[src/rtl/mult_rr_scheduler.sv]
// Round-robin scheduler sharing one 4x4 signed sequential multiplier among NREQ requesters.
// Optional macro MULT_TIMEOUT_EN bounds WAIT to TIMEOUT cycles and raises a sticky err.
module mult_rr_scheduler #(
    parameter int NREQ    = 4,
    parameter int TIMEOUT = 15
) (
    input  logic                clk,
    input  logic                rst,
    input  logic [NREQ-1:0]     req,
    input  logic [4*NREQ-1:0]   x_in,
    input  logic [4*NREQ-1:0]   y_in,
    output logic [NREQ-1:0]     done,
    output logic [7:0]          z_out,
    output logic                busy,
    output logic                m_start,
    output logic [3:0]          m_x,
    output logic [3:0]          m_y,
    input  logic                m_valid,
    input  logic [7:0]          m_z,
    output logic                err
);

    localparam int IW = (NREQ > 1) ? $clog2(NREQ) : 1;

    typedef enum logic [1:0] {IDLE, ISSUE, WAIT, RESP} state_t;

    state_t             r_state;
    logic [IW-1:0]      r_ptr;
    logic [IW-1:0]      r_gidx;
    logic [NREQ-1:0]    r_done;
    logic [7:0]         r_z;
    logic               r_m_start;
    logic [3:0]         r_m_x;
    logic [3:0]         r_m_y;

    logic [3:0]         w_xa [NREQ];
    logic [3:0]         w_ya [NREQ];
    logic [IW-1:0]      w_gidx;
    logic [IW-1:0]      w_cand;
    logic [IW:0]        w_sum;
    logic [NREQ-1:0]    w_onehot;

    for (genvar i = 0; i < NREQ; i++) begin : g_ops
        assign w_xa[i] = x_in[4*i+3:4*i];
        assign w_ya[i] = y_in[4*i+3:4*i];
    end

    // Scan downward so the candidate closest above the pointer is written last and wins.
    always_comb begin
        w_gidx = '0;
        w_sum  = '0;
        w_cand = '0;
        for (int k = NREQ-1; k >= 0; k--) begin
            w_sum  = {1'b0, r_ptr} + (IW+1)'(k);
            w_cand = (w_sum >= (IW+1)'(NREQ)) ? IW'(w_sum - (IW+1)'(NREQ)) : IW'(w_sum);
            if (req[w_cand]) w_gidx = w_cand;
        end
    end

    always_comb begin
        w_onehot         = '0;
        w_onehot[r_gidx] = 1'b1;
    end

`ifdef MULT_TIMEOUT_EN
    localparam int CW = $clog2(TIMEOUT+1);
    logic [CW-1:0] r_cnt;
    logic          r_err;
`endif

    always_ff @(posedge clk or negedge rst) begin
        if (!rst) begin
            r_state   <= IDLE;
            r_ptr     <= '0;
            r_gidx    <= '0;
            r_done    <= '0;
            r_z       <= '0;
            r_m_start <= 1'b0;
            r_m_x     <= '0;
            r_m_y     <= '0;
`ifdef MULT_TIMEOUT_EN
            r_cnt     <= '0;
            r_err     <= 1'b0;
`endif
        end else begin
            case (r_state)
                IDLE: begin
                    if (|req) begin
                        r_gidx    <= w_gidx;
                        r_m_x     <= w_xa[w_gidx];
                        r_m_y     <= w_ya[w_gidx];
                        r_m_start <= 1'b1;
                        r_state   <= ISSUE;
                    end
                end
                ISSUE: begin
                    r_m_start <= 1'b0;
`ifdef MULT_TIMEOUT_EN
                    r_cnt     <= '0;
`endif
                    r_state   <= WAIT;
                end
                WAIT: begin
                    if (m_valid) begin
                        r_z     <= m_z;
                        r_done  <= w_onehot;
                        r_state <= RESP;
                    end
`ifdef MULT_TIMEOUT_EN
                    // Abort on the TIMEOUT-th silent WAIT cycle; requester still gets done.
                    else if (r_cnt == CW'(TIMEOUT-1)) begin
                        r_z     <= '0;
                        r_err   <= 1'b1;
                        r_done  <= w_onehot;
                        r_state <= RESP;
                    end else begin
                        r_cnt   <= r_cnt + 1'b1;
                    end
`endif
                end
                RESP: begin
                    r_done  <= '0;
                    r_ptr   <= (r_gidx == IW'(NREQ-1)) ? '0 : r_gidx + 1'b1;
                    r_state <= IDLE;
                end
                default: r_state <= IDLE;
            endcase
        end
    end

    assign done    = r_done;
    assign z_out   = r_z;
    assign busy    = (r_state != IDLE);
    assign m_start = r_m_start;
    assign m_x     = r_m_x;
    assign m_y     = r_m_y;

`ifdef MULT_TIMEOUT_EN
    assign err = r_err;
`else
    assign err = 1'b0;
`endif

endmodule

[config.mk]
export PLATFORM = sky130hd
export DESIGN_NAME = mult_rr_scheduler
export DESIGN_NICKNAME = d
export VERILOG_FILES = /design/src/rtl/mult_rr_scheduler.sv
export SDC_FILE = /design/constraint.sdc
export NUM_CORES = 1
export LEC_CHECK = 0
export BUFFER_PORTS_ARGS = -buffer_cell sky130_fd_sc_hd__buf_2
export CORE_MARGIN = 5
export CORE_UTILIZATION = 46
export CTS_CLUSTER_SIZE = 24
export DETAILED_ROUTE_END_ITERATION = 10
export GPL_ROUTABILITY_DRIVEN = 0
export GPL_TIMING_DRIVEN = 0
export PLACE_DENSITY_LB_ADDON = 0.15
export REMOVE_ABC_BUFFERS = 1
export SETUP_SLACK_MARGIN = 0.15
export SYNTH_ARGS = -nofsm -noshare
export SYNTH_HDL_FRONTEND = slang
export SYNTH_SLANG_ARGS = --single-unit
[constraint.sdc]
create_clock -name clk -period 2.3 [get_ports clk]
set_clock_uncertainty 0.1 [all_clocks]
set_input_delay 0 -clock clk [delete_from_list [all_inputs] [get_ports clk]]
set_output_delay 0 -clock clk [all_outputs]
set_load 0.02 [all_outputs]
-- Word level (Yosys, flattened, before mapping)
Cells that the tools add are included.
- output and inout bits: 23
- bits in registers: 27
- input port bits: 47
- equality and inequality tests: 6
- mux-type cells: 32
- add/subtract/negate cells: 8
- bitwise gates (word level): 1
- reduce and logical (&&, ||, !) cells: 11
- order comparisons: 11
- operator list (cell ; number):
    two-way mux 2 bit ; 11
    two-way mux 4 bit ; 5
    binary-select mux 4 bit (select 2 bit) ; 2
    < comparator 2 x 3 -> 1 bit, second input constant ; 5
    greater-or-equal comparator 3 bit, second input constant ; 4
    AND reduction 2 bit ; 5
    binary-select mux 1 bit (select 2 bit) ; 4
    one-hot mux 2 bit (4 select lines) ; 1
    one-hot mux 4 bit (2 select lines) ; 1
    subtractor 2 x 1 -> 2 bit, second input constant ; 4
    adder 2 x 2 -> 3 bit, second input constant ; 2
    == test 2 bit, second input constant ; 3
    two-way mux 1 bit ; 6
    nonzero test 2 bit ; 3
    != test 2 bit, second input constant ; 2
    OR reduction 4 bit ; 1
    adder 2 x 1 -> 3 bit, second input constant ; 1
    greater-or-equal comparator 2 x 3 -> 1 bit, second input constant ; 1
    NOT 2 -> 3 bit ; 1
    adder 2 x 1 -> 2 bit, second input constant ; 1
    demux 1 bit (select 2 bit) ; 1
    == test 2 x 1 -> 1 bit, second input constant ; 1
    greater-or-equal comparator 2 x 1 -> 1 bit, second input constant ; 1
    zero test 2 bit ; 1
    other kinds (2) ; 2

-- Depth between registers and ports, before layout
- depth after elaboration: 13
- mapped depth: 7
- mapped depth without buffers: 6

-- Least setup slack after synthesis
No wires, ideal clock.
- kind: register to register
- start: reg r_state[0]
- end: reg r_z[0] (netlist: z_out[0])
- required time: 2.075 ns
- cell stages (with the launch flop): 6
- arrival: 1.443 ns
- path slack: 0.633 ns
- setup time: 0.125 ns
- path through: dfrtp_1 inv_1 ha_1 clkbuf_1 nand2_1 mux2_2
- cells in the longest elaborated chain, start to end: 2
- RTL lines (item ; line ; RTL):
    from (decl) ; 27 ; state_t r_state;
    from (signal assigned) ; 73 ; r_state <= IDLE;
    from (signal assigned) ; 93 ; r_state <= ISSUE;
    from (signal assigned) ; 101 ; r_state <= WAIT;
    == test 2 bit ; 86 ; case (r_state)
    AND reduction 2 bit (no line) ; n/a ;
    to (signal assigned) ; 105 ; r_z <= m_z;
    to (decl) ; 31 ; logic [7:0] r_z;
Every way passes these cells.
A chain may end at the register's enable or synchronous reset.

-- Worst setup path after layout
- start: reg r_ptr[0]
- end: reg r_m_x[2] (netlist: m_x[2])
- cells in the longest elaborated chain, start to end: 13
- elaborated cells on any way between the ends: 31
- RTL lines (item ; line ; RTL):
    from (decl) ; 28 ; logic [IW-1:0] r_ptr;
    from (signal assigned) ; 123 ; r_ptr <= (r_gidx == IW'(NREQ-1)) ? '0 : r_gidx + 1'b1;
    adder 2 x 2 -> 3 bit ; 54 ; w_sum = {1'b0, r_ptr} + (IW+1)'(k);
    greater-or-equal comparator 3 bit or subtractor 2 x 1 -> 2 bit (tied branches) ; 55 ; w_cand = (w_sum >= (IW+1)'(NREQ)) ? IW'(w_sum - (IW+1)'(NREQ)) : IW'(w_sum);
    two-way mux 2 bit ; 55 ;
    binary-select mux 1 bit (select 2 bit) ; 56 ; if (req[w_cand]) w_gidx = w_cand;
    two-way mux 1 bit (implied by the code) ; 56 ;
    two-way mux 2 bit (3 in series) ; 56 ;
    two-way mux 2 bit * ; 56 ;
    NOT 2 -> 3 bit (implied by the code) * ; 90 ; r_m_x <= w_xa[w_gidx];
    binary-select mux 4 bit (select 2 bit) * ; 90 ;
    two-way mux 4 bit (implied by the code) * (2 in series) ; 90 ;
    to (signal assigned) ; 90 ;
    to (decl) ; 33 ; logic [3:0] r_m_x;
Mark *: on every way between the ends. The rest lies on a longest branch, timed or not. The select of a mux whose other input is x is not followed.

==> metrics.md <==
| Metric | Value |
|---|---|
| Area of the mapped netlist | 1480 um2 |
| Finished layout cell area | 2330 um2 |
| Number of DRC markers after the initial detailed-route iteration | 71 |
| Final count of negative-setup-slack endpoints | 0 |
| Fin Hold WS | 3.59 ps |
| Yosys synthesis warning count | 0 |
| Worst hold path class | input pin to flip-flop |
| Data arrival time of the critical path | 2230 ps |
| Clock sinks | 27 |
| Setup slack after placement | 399 ps |
| Shortest period the worst path allows | 2130 ps |
| Largest net degree at the start of global routing | 28 |
| Cell depth of the worst hold path | 3 |
| Count of mapped cells out of synthesis | 137 |
| Cell with the biggest individual delay on the critical path | dlygate4sd3_1 |
| Total leakage power | 0.00120 uW |
| Hold Startpoint | req[3] |
| Cell count of the worst reg-to-reg path | 6 |
| Clock tree from TritonCTS | yes |
| Nature of the critical path startpoint | flip-flop |
| Hpwl dp | 2.92 mm |
| Count of nets left with antenna violations after detail routing | 0 |
| Die extent in y | 66.6 um |
| Synth async-reset ratio | 100% |
| Post-route clock period utilization | 92.8% |
| Starting density of the core | 48.3% |
| Slew headroom | 55.4% |
| Setup TNS | 0 ps |
| Clock tree buffer depth | 2 |
| Maximum VDD drop | 0.000612 V |
| Max-cap check violation count | 0 |
| Cell Chain, Critical Path | inv_1, a221oi_2, o22ai_4, mux2i_1, dlygate4sd3_1, o221ai_1 |
| Share of layout cells above drive strength 1 | 34.9% |
| H-Tree Level Count | 1 |
| Count of different cell masters after synthesis | 26 |
| Total overflow reported by the global router | 0 |
| Setup CP Type | flip-flop to flip-flop |
| Wire length of the first global-routing pass | 7.40 mm |
| Number of top-level design ports | 70 |
| First-pass iteration count of the detailed router | 4 |
| Number of placed cells counting well taps | 244 |
| Cell Pwr Density | 1070 nW/um2 |
| Critical R2R Launch | r_ptr[0]$_DFFE_PN0P_ |
| Post-synthesis register bit count | 27 |
| Result of the run | finished, final reports clean |
| Fill cell total of the finished layout | 218 |
| Top_reg_cell synth | dfrtp_1 |
| Detailed-route vias per instance | 5.12 |
| Total wirelength of the detailed-routed design | 4.72 mm |
| Count of nets after finishing | 306 |
| Later-pin clock latency in the skew report | 330 ps |
| Fmax | 469 MHz |
| Required time of the critical path | 2400 ps |
| Placed Area | 1840 um2 |
| Unrepaired setup endpoints after global routing | no |
| Number of enable-type register cells in the synthesized netlist | 0 |
| Root buffer cell | clkbuf_4 |
| Vias in the first global route | 1599 |
| Mean routed wirelength per cell | 16.0 um |
| Port buffer count | 68 |
| Horizontal extent of the die | 66.6 um |
| Row cnt | 20 |
| Total vias in the final route | 1509 |
| Hold violation total from the final report | 0 |
| Core ar. | 3050 um2 |
| Max incr delay on CP | 570 ps |
| Critical Path Source | r_ptr[0]$_DFFE_PN0P_ |
| Register area share after synthesis | 45.8% |
| M1 WL | 1.72 mm |
| Slack of the critical path | 167 ps |
| Leading cell type in the layout, fill and taps excluded | buf_2 |
| Leading cell types in the layout, fill and taps excluded | 68 x buf_2, 44 x dlygate4sd3_1, 27 x dfrtp_1 |
| Worst-margin pin slew | 663 ps |
| Worst setup EP type | flip-flop |
| Number of antenna violations at the first check in global routing | 1 |
| Clock transition at path regs | 150 ps |
| Number of buffers added by the clock tree synthesis step | 3 |
| Count of final max-slew check failures | 0 |
| Post-Syn Area per Cell | 10.8 um2 |
| Largest fanout of any net on the critical path | 5 |
| Routed wire length on met2 | 2.58 mm |
| Global router's overall resource usage | 22.3% |
| Layout Area Growth over Synthesis | 58.1% |
| Total met3 wirelength after detailed routing | 284 um |
| Fin cells | 295 |
| Remaining DRCs | 0 |
| Uppermost signal routing layer after detailed routing | met4 |
| Full die area | 4440 um2 |
## flip-flops by register name (all words and copies together), names as in the netlist
signal,flops
r_ptr,2
done,4
r_gidx,2
m_y,4
r_state,2
m_x,4
z_out,8
m_start,1
## power by group
group | internal (uW) | switching [uW]
clock network | 68.1 | 144
logic | 612 | 820
registers | 703 | 147
## per-stage QoR
step | power [uW] | util [%]
after floorplan | 1730 | -
after global placement | 2090 | 59.5
after detailed placement | 2160 | 60.2
after CTS | 2450 | 75.5
after global routing | 2680 | 76.3
final | 2490 | 76.4
## worst max-delay path, delay by kind of cell, from the launching register on
family	cells	cell delay (ps)
buffers and inverters	2	660
multiplexers	1	180
AO/OA/AOI/OAI	3	660
flip-flops	1	400
## cell type report
class | count | area (um2) | share of cell area (%)
timing repair buffer | 114 | 803 | 34.4
multi-input combinational | 95 | 733 | 31.4
sequential | 27 | 676 | 29.0
tap | 44 | 55.1 | 2.36
inverter | 9 | 33.8 | 1.45
clock buffer | 4 | 26.3 | 1.13
antenna | 2 | 5.00 | 0.215
## worst paths after layout
path,slack (ps),to
min in group asynchronous,90,z_out[7]$_DFFE_PN0P_
max in group asynchronous,1610,m_y[0]$_DFFE_PN0P_
setup reg to reg,170,m_x[2]$_DFFE_PN0P_
hold reg to reg,410,m_y[3]$_DFFE_PN0P_
setup / recovery,170,m_x[2]$_DFFE_PN0P_
hold / removal,4,r_gidx[0]$_DFFE_PN0P_
## cells by family (layout without fill, tap and decap cells)
logic type	Yosys count	after routing	share of synthesized area, %
AO/OA/AOI/OAI	30	30	13.7
other	1	3	0.254
adder cells (fa/ha/maj)	9	9	7.63
AND/OR/NAND/NOR	30	30	8.99
buffers and inverters	15	127	5.85
flip-flops	27	27	45.8
multiplexers	25	25	17.7
## per-layer routing
| layer | GRT usage [%] | vias to the layer above |
|---|---|---|
| li1 | - | 713 |
| met1 | 23.2 | 706 |
| met2 | 42.1 | 75 |
| met3 | 5.06 | 15 |
| met4 | 9.39 | 0 |
| met5 | 0 | - |
## synthesized netlist by cell type (2+ instances only)
master    count  area share, %
buf_2         2           0.68
nor2_1        4            1.0
o22ai_1       3            1.3
mux2_2        9            6.9
mux2i_1      16             11
inv_1         8            2.0
a31oi_1       4            1.7
nor2b_1       5            2.1
ha_1          9            7.6
o21ai_0       7            2.4
nand2_1      18            4.6
o221ai_1      8            4.7
a21oi_1       5            1.7
dfrtp_1      27             46
## what timing repair did
item / 4_1_cts / 5_1_grt
endpoints found under the hold margin: 49 / 1
gates resized for setup: 0 / 2
buffers inserted: 0 / 1
hold buffers: 44 / 1
setup endpoints to repair: 0 / 2
Note: power is estimated with default switching activity, not from simulation.
